--- src/rtl/led_status_blinker.sv ---
// Purpose : blinks a 4-bit status code on an LED, one blink per unit, timed by heartbeat ticks, then holds a dark gap.
// Latency : a code is accepted in IDLE; the FSM enters ON on the next edge and led_out follows one cycle later.
// Backpressure: code_ready_out is high only in IDLE; a code offered while busy is dropped, not queued.
//
// Ports:
//   clk_in         system clock, rising edge
//   reset_in       asynchronous active-low reset
//   beat_in        heartbeat square wave; each edge of it is one tick
//   code_in        number of blinks to show (0 = show nothing)
//   code_valid_in  code_in is offered this cycle
//   code_ready_out block is idle and will take a code
//   busy_out       blink or gap sequence in progress
//   led_out        registered LED drive, active-high
//
// Optional feature: define LED_PWM_EN to dim the lit LED with a 16-slot PWM
// (PWM_DUTY on-slots out of 16). Without it, the LED is steadily on while lit.
module led_status_blinker #(
    parameter int unsigned GAP_BEATS = 4,
    parameter int unsigned PWM_DUTY  = 8
) (
    input  logic       clk_in,
    input  logic       reset_in,
    input  logic       beat_in,
    input  logic [3:0] code_in,
    input  logic       code_valid_in,
    output logic       code_ready_out,
    output logic       busy_out,
    output logic       led_out
);

    // Elaboration-time parameter range checks.
    if (GAP_BEATS < 1 || GAP_BEATS > 15) begin : g_bad_gap
        $error("GAP_BEATS must be in 1..15");
    end
    if (PWM_DUTY < 1 || PWM_DUTY > 16) begin : g_bad_duty
        $error("PWM_DUTY must be in 1..16");
    end

    localparam logic [3:0] GAP_LOAD = GAP_BEATS[3:0];

    typedef enum logic [1:0] {
        ST_IDLE = 2'd0,
        ST_ON   = 2'd1,
        ST_OFF  = 2'd2,
        ST_GAP  = 2'd3
    } state_t;

    state_t     state_q;
    logic       beat_q;
    logic [3:0] remaining_q;
    logic [3:0] gap_cnt_q;
    logic       led_q;
    logic       led_d;
    logic       tick;
    logic       led_on;

    // Both edges of the heartbeat count as a tick.
    assign tick   = beat_in ^ beat_q;
    assign led_on = (state_q == ST_ON);

`ifdef LED_PWM_EN
    localparam logic [4:0] DUTY = PWM_DUTY[4:0];

    logic [3:0] pwm_cnt_q;

    always_ff @(posedge clk_in or negedge reset_in) begin
        if (!reset_in) begin
            pwm_cnt_q <= 4'd0;
        end else begin
            pwm_cnt_q <= pwm_cnt_q + 4'd1;
        end
    end

    // Compare in 5 bits so DUTY = 16 keeps the LED on in every slot.
    assign led_d = led_on && ({1'b0, pwm_cnt_q} < DUTY);
`else
    assign led_d = led_on;
`endif

    always_ff @(posedge clk_in or negedge reset_in) begin
        if (!reset_in) begin
            state_q     <= ST_IDLE;
            beat_q      <= 1'b0;
            remaining_q <= 4'd0;
            gap_cnt_q   <= 4'd0;
            led_q       <= 1'b0;
        end else begin
            beat_q <= beat_in;
            led_q  <= led_d;
            case (state_q)
                // Ticks in IDLE, including one on the accept cycle, are ignored.
                ST_IDLE: begin
                    if (code_valid_in && (code_in != 4'd0)) begin
                        remaining_q <= code_in;
                        state_q     <= ST_ON;
                    end
                end
                ST_ON: begin
                    if (tick) begin
                        state_q <= ST_OFF;
                    end
                end
                // remaining counts blinks still to show including the current one,
                // so it never goes below 1 before the gap starts.
                ST_OFF: begin
                    if (tick) begin
                        if (remaining_q > 4'd1) begin
                            remaining_q <= remaining_q - 4'd1;
                            state_q     <= ST_ON;
                        end else begin
                            gap_cnt_q <= GAP_LOAD;
                            state_q   <= ST_GAP;
                        end
                    end
                end
                ST_GAP: begin
                    if (tick) begin
                        if (gap_cnt_q == 4'd1) begin
                            gap_cnt_q   <= 4'd0;
                            remaining_q <= 4'd0;
                            state_q     <= ST_IDLE;
                        end else begin
                            gap_cnt_q <= gap_cnt_q - 4'd1;
                        end
                    end
                end
                default: begin
                    state_q <= ST_IDLE;
                end
            endcase
        end
    end

    assign code_ready_out = (state_q == ST_IDLE);
    assign busy_out       = (state_q != ST_IDLE);
    assign led_out        = led_q;

endmodule

--- config.mk ---
export PLATFORM = sky130hd
export DESIGN_NAME = led_status_blinker
export DESIGN_NICKNAME = d
export VERILOG_FILES = /design/src/rtl/led_status_blinker.sv
export SDC_FILE = /design/constraint.sdc
export NUM_CORES = 1
export LEC_CHECK = 0
export BUFFER_PORTS_ARGS = -buffer_cell sky130_fd_sc_hd__buf_2
export CAP_MARGIN = 10
export CORE_UTILIZATION = 23
export CTS_CLUSTER_DIAMETER = 80
export CTS_CLUSTER_SIZE = 40
export DETAILED_ROUTE_END_ITERATION = 7
export PLACE_DENSITY_LB_ADDON = 0.08
export SETUP_SLACK_MARGIN = 0.02
export SLEW_MARGIN = 20
export SYNTH_ARGS = -nofsm -noshare
export SYNTH_HDL_FRONTEND = slang
export SYNTH_SLANG_ARGS = --single-unit
--- constraint.sdc ---
create_clock -name clk_in -period 1.65 [get_ports clk_in]
set_clock_uncertainty 0.15 [all_clocks]
set_input_delay 0 -clock clk_in [delete_from_list [all_inputs] [get_ports clk_in]]
set_output_delay 0 -clock clk_in [all_outputs]
set_load 0.02 [all_outputs]
# [Word-level counts from Yosys, hierarchy flattened]
# Cells that the tools add are included.
[word_totals] ff_bits=12 out_inout_bits=3 word_cells=47 input_bits=8
[classes] reduce_logical=9 eq_ne=11 n_bitwise=1 add_sub_neg=2 mux=18 order_cmp=1
[op_table] op="$mux W4" n=9
[op_table] op="$mux W2" n=6
[op_table] op="$pmux W4 S3" n=1
[op_table] op="$ne A2 B2 Y1 const B" n=5
[op_table] op="$pmux W2 S4" n=1
[op_table] op="$pmux W4 S2" n=1
[op_table] op="$sub A4 B1 Y4 const B" n=2
[op_table] op="$reduce_and A6 Y1" n=1
[op_table] op="$reduce_and A5 Y1" n=1
[op_table] op="$eq A2 B2 Y1 const B" n=2
[op_table] op="$eq A4 B1 Y1 const B" n=1
[op_table] op="$gt A4 B1 Y1 const B" n=1
[op_table] op="$ne A2 B1 Y1 const B" n=2
[op_table] op="$reduce_and A4 Y1" n=1
[op_table] op="$reduce_bool A2 Y1" n=2
[op_table] op="$reduce_bool A4 Y1" n=1
[op_table] op="$reduce_bool A3 Y1" n=1
[op_table] op="$eq A2 B1 Y1 const B" n=1
[op_table] op="$logic_not A2 Y1" n=1
[op_table] op="$logic_and A1 B1 Y1" n=1
[op_table] op="$xor A1 B1 Y1" n=1

# [Depth between registers and ports, before layout]
[logic_depth] ltp_word=4 mapped_depth=8 ltp_nobuf=7

# [Least setup slack after synthesis]
# No wires, ideal clock.
[synth_path] path_kind="reg-to-reg" from="register state_q[0]" to="register gap_cnt_q[3]" path_slack_ns=-0.038 t_required_ns=1.379 path_stages_with_launch=9 t_arrival_ns=1.417 setup_time_ns=0.121 path_buffers=1 path_cell_list="dfrtp_1 -> inv_1 -> ha_1 -> buf_6 -> inv_2 -> nand2_1 -> a21oi_2 -> o21ai_0 -> a22o_1"
[synth_via] elab_chain_cells=3
[synth_rtl] item="start, declared" line="48" text="state_t state_q;"
[synth_rtl] item="start signal, assigned" line="82" text="state_q <= ST_IDLE;"
[synth_rtl] item="start signal, assigned" line="95" text="state_q <= ST_ON;"
[synth_rtl] item="start signal, assigned" line="100" text="state_q <= ST_OFF;"
[synth_rtl] item="$eq A2 B2 Y1" line="90" text="case (state_q)"
[synth_rtl] item="$ne A2 B2 Y1 (no line) or $reduce_bool A2 Y1 (tied branches)"
[synth_rtl] item="$reduce_and A4 Y1 (no line)"
[synth_rtl] item="end signal, assigned" line="123" text="gap_cnt_q <= gap_cnt_q - 4'd1;"
[synth_rtl] item="end, declared" line="51" text="logic [3:0] gap_cnt_q;"
# Several ways; a longest one is shown, not always the timed one.
# A chain may end at the register's enable or synchronous reset.

# [Worst setup path after layout]
[layout_path] from="register state_q[0]" to="register remaining_q[0]"
[layout_via] elab_chain_cells=3
[layout_rtl] item="$eq A2 B2 Y1 or $logic_not A2 Y1 (tied branches)" line="90"
[layout_rtl] item="$ne A2 B2 Y1 (no line) (tied with other cells)"
[layout_rtl] item="$reduce_and A6 Y1 (no line)"
[layout_rtl] item="end signal, assigned" line="94" text="remaining_q <= code_in;"
[layout_rtl] item="end signal, assigned" line="108" text="remaining_q <= remaining_q - 4'd1;"
[layout_rtl] item="end, declared" line="50" text="logic [3:0] remaining_q;"
# Several ways; a longest one is shown, not always the timed one.

==> results.md <==
* Outcome: complete, but fails checks
* Failing checks: negative setup slack
* Switching share of power at 0.440
* Top-area cell type share of the netlist area at 0.377
* Mapped Cells at 85
* ANT nets after route at 0
* Maximum vdd drop at approximately 0.67 mV
* Post-layout min period at 1.69 ns
* Core ar. at between 0.003 and 0.004 sq mm
* 1st-iter DRT viols at 18
* Synthesis Warnings at 0
* Worst-margin pin slew at 0.577 ns
* Post-DP HPWL at 1410 microns
* Mapped cell area at 796 sq um
* F_max at about 0.6 GHz
* GRT overflow at 0
* Worst-Skew Late Latency at 0.27 ns
* Pint at 1.44 mW
* TritonCTS buffer count at 3
* Clock net sink count at 12
* Mean post-synth cell area at 9.36 sq um
* Clock power share at 0.070
* Final #Nets at around 150
* Routed WL at 2040 microns
* Setup ws final at -0.0402 ns
* RSZ-0062 raised after global routing: yes
* Die ar. at 0.00370 sq mm
* Crit end category: flip-flop
* Vias per inst at 4.38
* Slew HR at 0.614
* Final period util at 1.02
* WL/cell at 11.8 microns
* Combinational share of power at 0.714
* Pins Over Slew Limit at 0
* Initial Utilization at 0.250
* Hold Fails Final Rpt at 0
* Initial antenna violation count at 0
* HP Class: primary input to flip-flop
* Die Height at 60.8 microns
* Setup violators final at 5
* Net Switching at between 1 and 1.5 mW
* P per Cell Area at 1960 mW/mm^2
* Residual DRC count at 0
* Port buffer count at 10
* 1st-pass router iterations at 4
* Clock Tree Buf Depth at 2
* Worst EP required at 1.71 ns
* First-pass GRT wire length at around 3200 microns
* Max-capacitance violation count at 0
* Sequential-to-total area share from yosys stat at 0.377
* Post-place setup slack at -0.147 ns
* Die X at 60.8 microns
* Filler cell count at between 300 and 400
* Vias at 754
* Synth area leaders: dfrtp_1, ha_1, inv_1, nor3_1, o21ai_0
* Largest area contributor in the netlist: dfrtp_1
* Largest net degree at the start of global routing at 13
* Sequential Area at 302 sq um
* Clock root buffer: clkbuf_4
* Commonest non-fill, non-tap cells in the layout: buf_4, dfrtp_1, buf_2
* Ports at 11
* GPL Wtd Cong at ~0.73
* Synthesized Nets at ~100
* Vias in the first global route at 716
* Setup CP Type: flip-flop to flip-flop
* Area of the multi-input gates at approximately 600 sq um
* TritonCTS clock tree: built
* Area Overhead vs Synth at 65.6%
* Site row count at 20
* #FFs+latches synth at 12
* Total Power at 2.58 mW
* N_diodes at 0
* Type of origin of the critical path: flip-flop
* Top fanout value on the critical path at 5
* Lkg Pwr at about 0.58 nW
* Commonest non-fill, non-tap cell in the layout: buf_4
* WP data arrival at about 1.8 ns
* Library cells used by synthesis at 28
* Sequential Power Share at 0.216
* Share of cells above drive strength 1 at 0.547
* Tot GR Track Use at 0.125
* CTS clk-pin slew, worst paths at 0.07 ns
* H-tree depth at 1
-- synth_stat cells --
| cell | count |
|---|---|
| dfrtp_1 | 12 |
| inv_1 | 10 |
| ha_1 | 8 |
| nand2_1 | 7 |
| nor3_1 | 7 |
| o21ai_0 | 7 |
| a21oi_1 | 4 |
| nor2_1 | 4 |
| a22o_1 | 2 |
| a32oi_1 | 2 |
| nand3_2 | 2 |
| nand3b_1 | 2 |
| o22ai_1 | 2 |
| o31ai_1 | 2 |
| a21oi_2 | 1 |
| buf_6 | 1 |
| inv_2 | 1 |
| nand2b_1 | 1 |
| nand2b_4 | 1 |
| nand3_4 | 1 |
| nand4_1 | 1 |
| nor3b_1 | 1 |
| nor4_1 | 1 |
| o21ai_4 | 1 |
| or2_1 | 1 |
| or2_4 | 1 |
| or4_1 | 1 |
| xnor2_1 | 1 |
-- through the flow --
stage	hold slack (ns)	cell area [sq um]	utilization	setup TNS, ns	cells
after CTS	0.120	1270	0.400	-0.191	170
final	0.143	1320	0.415	-0.108	172
after global routing	0.165	1320	0.415	-0.728	172
after global placement	-0.245	1010	0.319	-0.981	154
after detailed placement	-0.244	1010	0.319	-0.914	154
after floorplan	-0.446	801	-	0	85
-- critical path, cell delays in order (launching register included) --
cell	delay [ns]
dfrtp_1	0.40
inv_2	0.09
buf_4	0.12
ha_2	0.27
nand2_2	0.08
nand3_4	0.11
or2_4	0.28
a21oi_2	0.13
-- per-layer routing --
layer | global-route usage | part of all wire | vias to the layer above
li1 | - | - | 387
met1 | 0.148 | 0.45 | 354
met2 | 0.212 | 0.51 | 11
met3 | 0.0512 | 0.039 | 2
met4 | 0.0292 | 0.0044 | 0
met5 | 0 | 0 | -
-- state kept, by name, summed over array words and instances, names as in the netlist --
name / cells
beat_q: 1
led_out: 1
state_q: 2
remaining_q: 4
gap_cnt_q: 4
-- kinds of logic (layout without fill, tap and decap cells) --
group                    after synthesis  count (layout)  synth area share
AND/OR/NAND/NOR                       31              31             0.241
AO/OA/AOI/OAI                         21              21             0.179
flip-flops                            12              12             0.377
buffers and inverters                 12              55            0.0660
adder cells (fa/ha/maj)                8               8             0.126
XOR/XNOR                               1               1            0.0110
-- power groups by stage --
stage                     Sequential, mW  Combinational, mW  Clock (mW)
after CTS                          0.545               1.72       0.199
after floorplan                    0.538              0.873           0
after global placement             0.539               1.37           0
after detailed placement           0.537               1.35           0
after global routing               0.575               2.03       0.212
final                              0.557               1.84       0.181
-- layout make-up --
class,count,area share
Multi-Input combinational cell,61,0.445
Inverter,11,0.0332
Clock buffer,3,0.0171
Timing Repair Buffer,41,0.234
Tap cell,44,0.0418
Sequential cell,12,0.229
-- what timing repair did --
| item | CTS | global route |
|---|---|---|
| pin swaps | 9 | 9 |
| hold endpoints to repair | 17 | 0 |
| endpoints found under the setup margin | 10 | 11 |
| hold buffers | 7 | 0 |
| buffers inserted | 6 | 2 |
| resized for setup | 25 | 10 |
-- path summary, 6_finish.rpt --
path	from	endpoint	slack [ns]	cells past startpoint
worst max-delay path	state_q[0]	remaining_q[0]	-0.04	7
worst min-delay path	code_valid_in	state_q[1]	0.14	4
worst max register to register	state_q[0]	remaining_q[0]	-0.04	7
worst min register to register	gap_cnt_q[3]	gap_cnt_q[3]	0.41	1
max in group asynchronous	reset_in	state_q[1]	0.32	3
min in group asynchronous	reset_in	beat_q	0.63	3
Power figures use the tool's default switching activity.
